==> config.mk <==
export PLATFORM = sky130hd
export DESIGN_NAME = uart_rx
export DESIGN_NICKNAME = d
export VERILOG_FILES = /design/src/rtl/uart_rx_pkg.sv /design/src/rtl/uart_rx_sync2.sv /design/src/rtl/uart_rx.sv
export SDC_FILE = /design/constraint.sdc
export NUM_CORES = 1
export LEC_CHECK = 0
export BUFFER_PORTS_ARGS = -buffer_cell sky130_fd_sc_hd__clkbuf_2
export CELL_PAD_IN_SITES_DETAIL_PLACEMENT = 0
export CELL_PAD_IN_SITES_GLOBAL_PLACEMENT = 1
export CORE_MARGIN = 2
export CORE_UTILIZATION = 45
export CTS_CLUSTER_SIZE = 12
export DETAILED_ROUTE_END_ITERATION = 6
export GPL_ROUTABILITY_DRIVEN = 0
export MAX_ROUTING_LAYER = met4
export PLACE_DENSITY = 0.77
export RECOVER_POWER = 100
export SYNTH_ARGS = -nofsm -noshare
export SYNTH_HDL_FRONTEND = slang
export SYNTH_SLANG_ARGS = --single-unit
==> constraint.sdc <==
create_clock -name clk -period 2.65 [get_ports clk]
set_input_delay 0.3975 -clock clk [delete_from_list [all_inputs] [get_ports clk]]
set_output_delay 0.3975 -clock clk [all_outputs]
set_load 0.01 [all_outputs]
==> src/rtl/uart_rx_pkg.sv <==
// Shared UART definitions: FSM state encoding and baud-timing helpers.
// Both receiver and transmitter blocks import this package.
package uart_rx_pkg;

    typedef enum logic [1:0] {
        IDLE  = 2'd0,
        START = 2'd1,
        DATA  = 2'd2,
        STOP  = 2'd3
    } uart_state_e;

    localparam int BAUD_CNT_W = 17;

    function automatic int baud_cnt_max(input int clk_freq, input int bps);
        return clk_freq / bps;
    endfunction

    function automatic int baud_half(input int clk_freq, input int bps);
        return baud_cnt_max(clk_freq, bps) / 2;
    endfunction

endpackage

==> src/rtl/uart_rx_sync2.sv <==
// Two-flop synchroniser for an asynchronous single-bit input.
// The reset value is configurable so an idle-high line looks idle out of reset.
module uart_sync2 #(
    parameter logic RST_VAL = 1'b1
) (
    input  logic clk,
    input  logic rst,
    input  logic d_i,
    output logic q_o
);

    logic s1_q, s2_q;

    always_ff @(posedge clk) begin
        if (rst) begin
            s1_q <= RST_VAL;
            s2_q <= RST_VAL;
        end else begin
            s1_q <= d_i;
            s2_q <= s1_q;
        end
    end

    assign q_o = s2_q;

endmodule

==> src/rtl/uart_rx.sv <==
// 8N1 UART receiver: mid-bit sampling, frame-error detection, and early
// return to IDLE at the stop sample so back-to-back frames are caught.
module uart_rx
    import uart_rx_pkg::*;
#(
    parameter int CLK_FREQ = 50_000_000,
    parameter int UART_BPS = 115200
) (
    input  logic       clk,
    input  logic       rst,
    input  logic       uart_rxd,
    output logic       rx_done,
    output logic [7:0] rx_data,
    output logic       frame_err,
    output logic       rx_busy
);

    localparam logic [BAUD_CNT_W-1:0] BAUD_CNT_MAX = BAUD_CNT_W'(baud_cnt_max(CLK_FREQ, UART_BPS));
    localparam logic [BAUD_CNT_W-1:0] HALF         = BAUD_CNT_W'(baud_half(CLK_FREQ, UART_BPS));
    localparam logic [BAUD_CNT_W-1:0] BAUD_LAST    = BAUD_CNT_MAX - BAUD_CNT_W'(1);

    uart_state_e           state_q, state_d;
    logic [BAUD_CNT_W-1:0] baud_q, baud_d;
    logic [2:0]            bit_q, bit_d;
    logic [7:0]            shift_q, shift_d;
    logic [7:0]            data_q, data_d;
    logic                  done_q, done_d;
    logic                  fe_q, fe_d;
    logic                  rxd_s, rxd_d_q;
    logic [1:0]            arm_q;
    logic                  start_edge, baud_wrap, at_half;

    uart_sync2 #(.RST_VAL(1'b1)) u_sync (
        .clk (clk),
        .rst (rst),
        .d_i (uart_rxd),
        .q_o (rxd_s)
    );

    // Edge search waits until the synchroniser and delay flop hold real line
    // samples, so a line already low when reset releases is not an edge.
    assign start_edge = (arm_q == 2'd3) && rxd_d_q && !rxd_s;
    assign baud_wrap  = (baud_q == BAUD_LAST);
    assign at_half    = (baud_q == HALF);

    always_ff @(posedge clk) begin
        if (rst) begin
            state_q <= IDLE;
            baud_q  <= '0;
            bit_q   <= '0;
            shift_q <= '0;
            data_q  <= '0;
            done_q  <= 1'b0;
            fe_q    <= 1'b0;
            rxd_d_q <= 1'b1;
            arm_q   <= '0;
        end else begin
            state_q <= state_d;
            baud_q  <= baud_d;
            bit_q   <= bit_d;
            shift_q <= shift_d;
            data_q  <= data_d;
            done_q  <= done_d;
            fe_q    <= fe_d;
            rxd_d_q <= rxd_s;
            if (arm_q != 2'd3) arm_q <= arm_q + 2'd1;
        end
    end

    always_comb begin
        state_d = state_q;
        bit_d   = bit_q;
        shift_d = shift_q;
        data_d  = data_q;
        done_d  = 1'b0;
        fe_d    = 1'b0;
        case (state_q)
            IDLE: begin
                if (start_edge) state_d = START;
            end
            START: begin
                if (at_half && rxd_s) begin
                    state_d = IDLE;
                end else if (baud_wrap) begin
                    state_d = DATA;
                    bit_d   = '0;
                end
            end
            DATA: begin
                if (at_half) shift_d = {rxd_s, shift_q[7:1]};
                if (baud_wrap) begin
                    if (bit_q == 3'd7) state_d = STOP;
                    else               bit_d   = bit_q + 3'd1;
                end
            end
            STOP: begin
                if (at_half) begin
                    state_d = IDLE;
                    if (rxd_s) begin
                        data_d = shift_q;
                        done_d = 1'b1;
                    end else begin
                        fe_d = 1'b1;
                    end
                end
            end
            default: state_d = IDLE;
        endcase

        // Counter restarts at 0 on every entry to START.
        if (state_q == IDLE || state_d == IDLE) baud_d = '0;
        else if (baud_wrap)                     baud_d = '0;
        else                                    baud_d = baud_q + BAUD_CNT_W'(1);
    end

    assign rx_done   = done_q;
    assign rx_data   = data_q;
    assign frame_err = fe_q;
    assign rx_busy   = (state_q != IDLE);

endmodule
Word-level counts from Yosys, hierarchy flattened
Index checks and enable logic that the tools add are counted.
{"block": "word_totals", "output_inout_bits": 11, "latchBits": 0, "ram_bits": 0, "mem_bits_ro": 0, "regBits": 45, "memories": 0}
{"block": "op_classes", "n_bitwise": 2, "n_reduce_logical": 14, "n_lt_le_gt_ge": 0, "n_div": 0, "add_sub_neg": 3, "eq_ne": 12, "n_mux": 14, "shifts": 0, "mul": 0}
{"cell": "adder 17 x 1 -> 17 bit, second input constant", "n": 1}
{"cell": "equality test 17 x 8 -> 1 bit, second input constant", "n": 1}
{"cell": "equality test 17 x 9 -> 1 bit, second input constant", "n": 1}
{"cell": "two-way mux 2 bit", "n": 6}
{"cell": "two-way mux 3 bit", "n": 4}
{"cell": "!= test 2 bit, second input constant", "n": 5}
{"cell": "case mux 2 bit (4 select lines)", "n": 1}
{"cell": "equality test 2 bit, second input constant", "n": 3}
{"cell": "case mux 3 bit (2 select lines)", "n": 1}
{"cell": "OR reduction 3 bit", "n": 2}
{"cell": "AND reduction 5 bit", "n": 1}
{"cell": "zero test 2 bit", "n": 2}
{"cell": "nonzero test 2 bit", "n": 2}
{"cell": "adder 3 x 1 -> 3 bit, second input constant", "n": 1}
{"cell": "equality test 3 bit, second input constant", "n": 1}
{"cell": "logical AND 1 bit", "n": 3}
{"cell": "AND reduction 3 bit", "n": 1}
{"cell": "adder 2 x 1 -> 2 bit, second input constant", "n": 1}
{"cell": "equality test 2 x 1 -> 1 bit, second input constant", "n": 1}
{"cell": "two-way mux 1 bit", "n": 2}
{"cell": "inverter 1 bit", "n": 2}
{"cell": "AND reduction 2 bit", "n": 1}
{"cell": "zero test 1 bit", "n": 1}
{"cell": "logical OR 1 bit", "n": 1}

Longest topological paths before layout
{"block": "logic_depth", "ltp_word": 8, "ltp_mapped": 7}

Hierarchy
A second synthesis with hierarchy kept.
{"block": "hier_totals", "hier_cells": 230, "hier_area_um2": 2048.2}
{"mod": "uart_rx", "instances": 1, "cells_each": 226, "area_per_inst_um2": 1995.7, "seq_area_each_um2": 860.8}
{"mod": "uart_sync2", "instances": 1, "cells_each": 4, "area_per_inst_um2": 52.6, "seq_area_each_um2": 40.0}

Worst setup path after synthesis
OpenSTA, ideal clock, no wires.
{"block": "synth_path", "path_type": "register to register", "start": "register baud_q[0]", "end": "register bit_q[0]", "path_slack_ns": 0.458, "setup_time_ns": 0.070, "t_required_ns": 2.580, "stages_incl_launch_ff": 6, "path_buffers": 0, "t_arrival_ns": 2.121, "path_cell_list": "dfxtp_1 -> ha_1 -> or4b_1 -> or4_4 -> or4_1 -> a21oi_1"}
{"block": "synth_via", "elab_chain_cells": 4}
{"item": "from (decl)", "line": "uart_rx.sv:23", "source": "logic [BAUD_CNT_W-1:0] baud_q, baud_d;"}
{"item": "from (signal assigned)", "line": "uart_rx.sv:59", "source": "baud_q <= baud_d;"}
{"item": "equality test 17 x 8 -> 1 bit", "line": "uart_rx.sv:44", "source": "assign at_half = (baud_q == HALF);"}
{"item": "logical AND 1 bit", "line": "uart_rx.sv:82", "source": "if (at_half && rxd_s) begin"}
{"item": "!= test 2 bit (no source line)"}
{"item": "AND reduction 5 bit (no source line) (*)"}
{"item": "to (signal assigned)", "line": "uart_rx.sv:60", "source": "bit_q <= bit_d;"}
{"item": "to (decl)", "line": "uart_rx.sv:24", "source": "logic [2:0] bit_q, bit_d;"}
Every way passes the cells marked *; elsewhere a longest branch is shown, timed or not.
A chain may end at the register's enable or synchronous reset.

Worst setup path after layout
Same ends and word-level chain as after synthesis.

==> impl_metrics.csv <==
group,metric,value,unit
global_route,grt_overflow,0,
die,rows,24,
synth,syn_inst,235,
power_and_ir_drop,finalPower,1.15,mW
detailed_routing,vias_per_cell,5.61,
synth,synthesis.area,2030,sq um
detailed_routing,vias,1688,
timing,fin_worst_skew,0.00590,ns
final_layout,antenna_cells,0,
detailed_routing,avgRoutedWirePerCell,14.0,um
timing,report.final.slew_viol_count,0,
cts,cts_buffer_depth,2,
final_layout,drive_gt1_share,7.23,%
synth,ys_async_sr_fraction,0,%
synth,yosys.area_share.xor_xnor,6.49,%
cts,cts_sinks,45,
timing,min_period,2.37,ns
synth,seq_area_frac_synth,44.5,%
power_and_ir_drop,power_density,520,nW/um^2
cts,cts_root_buf,"clkbuf_8",
timing,max_freq,422,MHz
global_route,grt_pass1_vias,1646,
timing,worstMarginPinSlew,1.17,ns
power_and_ir_drop,ir_drop,0.194,mV
timing,finalSetupViolCount,0,
placed_design,dp_hpwl,2.89,mm
cts,path_clk_slew,0.08,ns
critical_path,critPathMaxFanout,6,
synth,netlist_top_cells_area,"dfxtp_1, nand3_1, a21oi_1",
synth,post-synth-top-area-cell,"dfxtp_1",
timing,setup_ws,0.278,ns
cts,cts_max_level,2,
final_layout,fin_nets,257,
final_layout,fill_cells,455,
detailed_routing,drc,0,
synth,ys_warn_count,0,
detailed_routing,drtPass1Iterations,4,
critical_path,crit_type,"register to register",
placed_design,place_ws,0.342,ns
die,die-area,5050,sq um
synth,ys_seq_elements,45,
synth,yosys.area_share.simple,29.4,%
global_route,grt_first_pass_wirelength,7.67,mm
critical_path,worstPathArrival,2.59,ns
worst_hold_path,min_path_type,"input port to register",
timing,setup_tns,0,ns
placed_design,dp_cells,294,
cts,cts_hold_buf,0,
die,boundaryPins,14,
detailed_routing,drt_iter0_drc,171,
power_and_ir_drop,power.leakage,0.663,nW
cts,post_cts_resize_count,0,
die,start_util,46.5,%
synth,yosys.area_share.adder,3.09,%
final_layout,area_growth,9.08,%
die,die_y,71.1,um
timing,hold_viol_final,0,
final_layout,fin_util,50.7,%
synth,synth-edff-count,0,
synth,yosys-mux-area-fraction,0.494,%
final_layout,final-seq-area,901,sq um
detailed_routing,routed_wl,4.21,mm
final_layout,multiInputGateArea,1060,sq um
placed_design,portBuffers,13,
synth,yosys.area.top_type_share,44.5,%
synth,ys_types,35,
critical_path,cp-start-kind,"register",
critical_path,crit_path_end_kind,"register",
cts,cts_inserted_buffers,5,
global_route,grt_max_degree,29,
cts,postCtsSetupBuffers,0,
critical_path,cp_data_required_time,2.86,ns
synth,synth_fp_nets,243,
global_route,grt_usage,19.5,%
synth,synth_top_family_by_area,"simple AND/OR/NAND/NOR gates",
run_status,status,"completed",
cts,cts_tree,"yes",
worst_hold_path,hold_start,"uart_rxd",
timing,period_share,89.5,%
detailed_routing,final_antenna_net_count,0,
cts,clkLatencyLatePin,0.29,ns
final_layout,finalNonFillerCells,301,
synth,syn_avg_cell_area,8.62,sq um
die,core_area,4350,sq um
global_route,antenna_found_initial,0,
timing,rsz0062_at_grt,"false",
synth,ys.flop_type,"dfxtp_1",
synth,synth_compound_area_share,13.1,%
timing,slew_headroom,22.2,%
die,die_w,71.1,um
flow_run,maxCapViolCount,0,
critical_path,startpoint,"baud_q[0]",
critical_path,r2r-start,"baud_q[0]",
cells in the mapped netlist, types with 7 or more instances:
cell	n
nand2_1	9
o21ai_0	21
nor3_1	13
nor2_1	15
a21oi_1	23
nand4_1	7
dfxtp_1	45
nand3_1	24
xnor2_1	12
nor4_1	7
clkbuf_1	11
kinds of logic after synthesis:
group	after synthesis
buffers and inverters	16
muxes	1
DFF	45
adders and majority gates	5
and+or+nand+nor	103
AOI/OAI and AO/OA	50
xor gates and xnor gates	15
per-stage QoR:
stage               hold slack (ns)  area (sq um)
finish                        0.296          2210
global route                  0.294          2210
CTS                           0.286          2240
global placement              0.413          2150
floorplan                     0.389          2030
detailed placement            0.395          2150
per-layer routing:
metal / track usage, % / up-vias / part of all wire (%)
met4: 5.66 / 0 / 1.5
met5: - / - / 0
met1: 24.9 / 781 / 51
met3: 4.42 / 6 / 3.4
li1: - / 875 / -
met2: 31.2 / 26 / 44
final timing paths:
check	to	slack, ns	cells after the start
min	u_sync.s1_q	0.30	2
min reg2reg	u_sync.q_o	0.41	1
max reg2reg	bit_q[0]	0.28	5
max	bit_q[0]	0.28	5
cell type report:
cell class,count,area share (%)
Multi-Input combinational cell,174,48.0
Sequential cell,45,40.8
Clock buffer,7,3.91
Timing Repair Buffer,18,3.51
Tap cell,52,2.94
Inverter,5,0.849
state kept, by name (all words and copies together) (netlist names):
name / count
arm_q: 2
u_sync.q_o: 1
baud_q: 17
rx_data: 8
shift_q: 8
rx_done: 1
frame_err: 1
u_sync.s1_q: 1
state_q: 2
bit_q: 3
rxd_d_q: 1
power breakdown:
part           total (mW)  leakage (nW)  switching [mW]  internal, mW
Combinational      0.0332         0.255          0.0190        0.0142
Clock               0.425        0.0443           0.218         0.207
Sequential          0.690         0.363         0.00560         0.685
worst max-delay path, cell delays in order, from the launching register on:
cell and delay [ns]:
dfxtp_1 0.38, ha_1 0.18, or4b_1 0.45, or4_1 0.62
or4_1 0.53, a21oi_1 0.15
placed cells by master (no fill, tap or decap), drive strengths merged, types with 2 or more instances in the layout:
master and count:
dfxtp 45, nand3 24, a21oi 23, clkbuf 23, o21ai 21, nor2 15
nor3 13, xnor2 12, nand2 9, nor4 7, nand4 7, or2 5
inv 5, and3 5, ha 5, or4 4, nand2b 3, xor2 3
and2 2, nor2b 2, buf 2
Power figures use the tool's default switching activity.
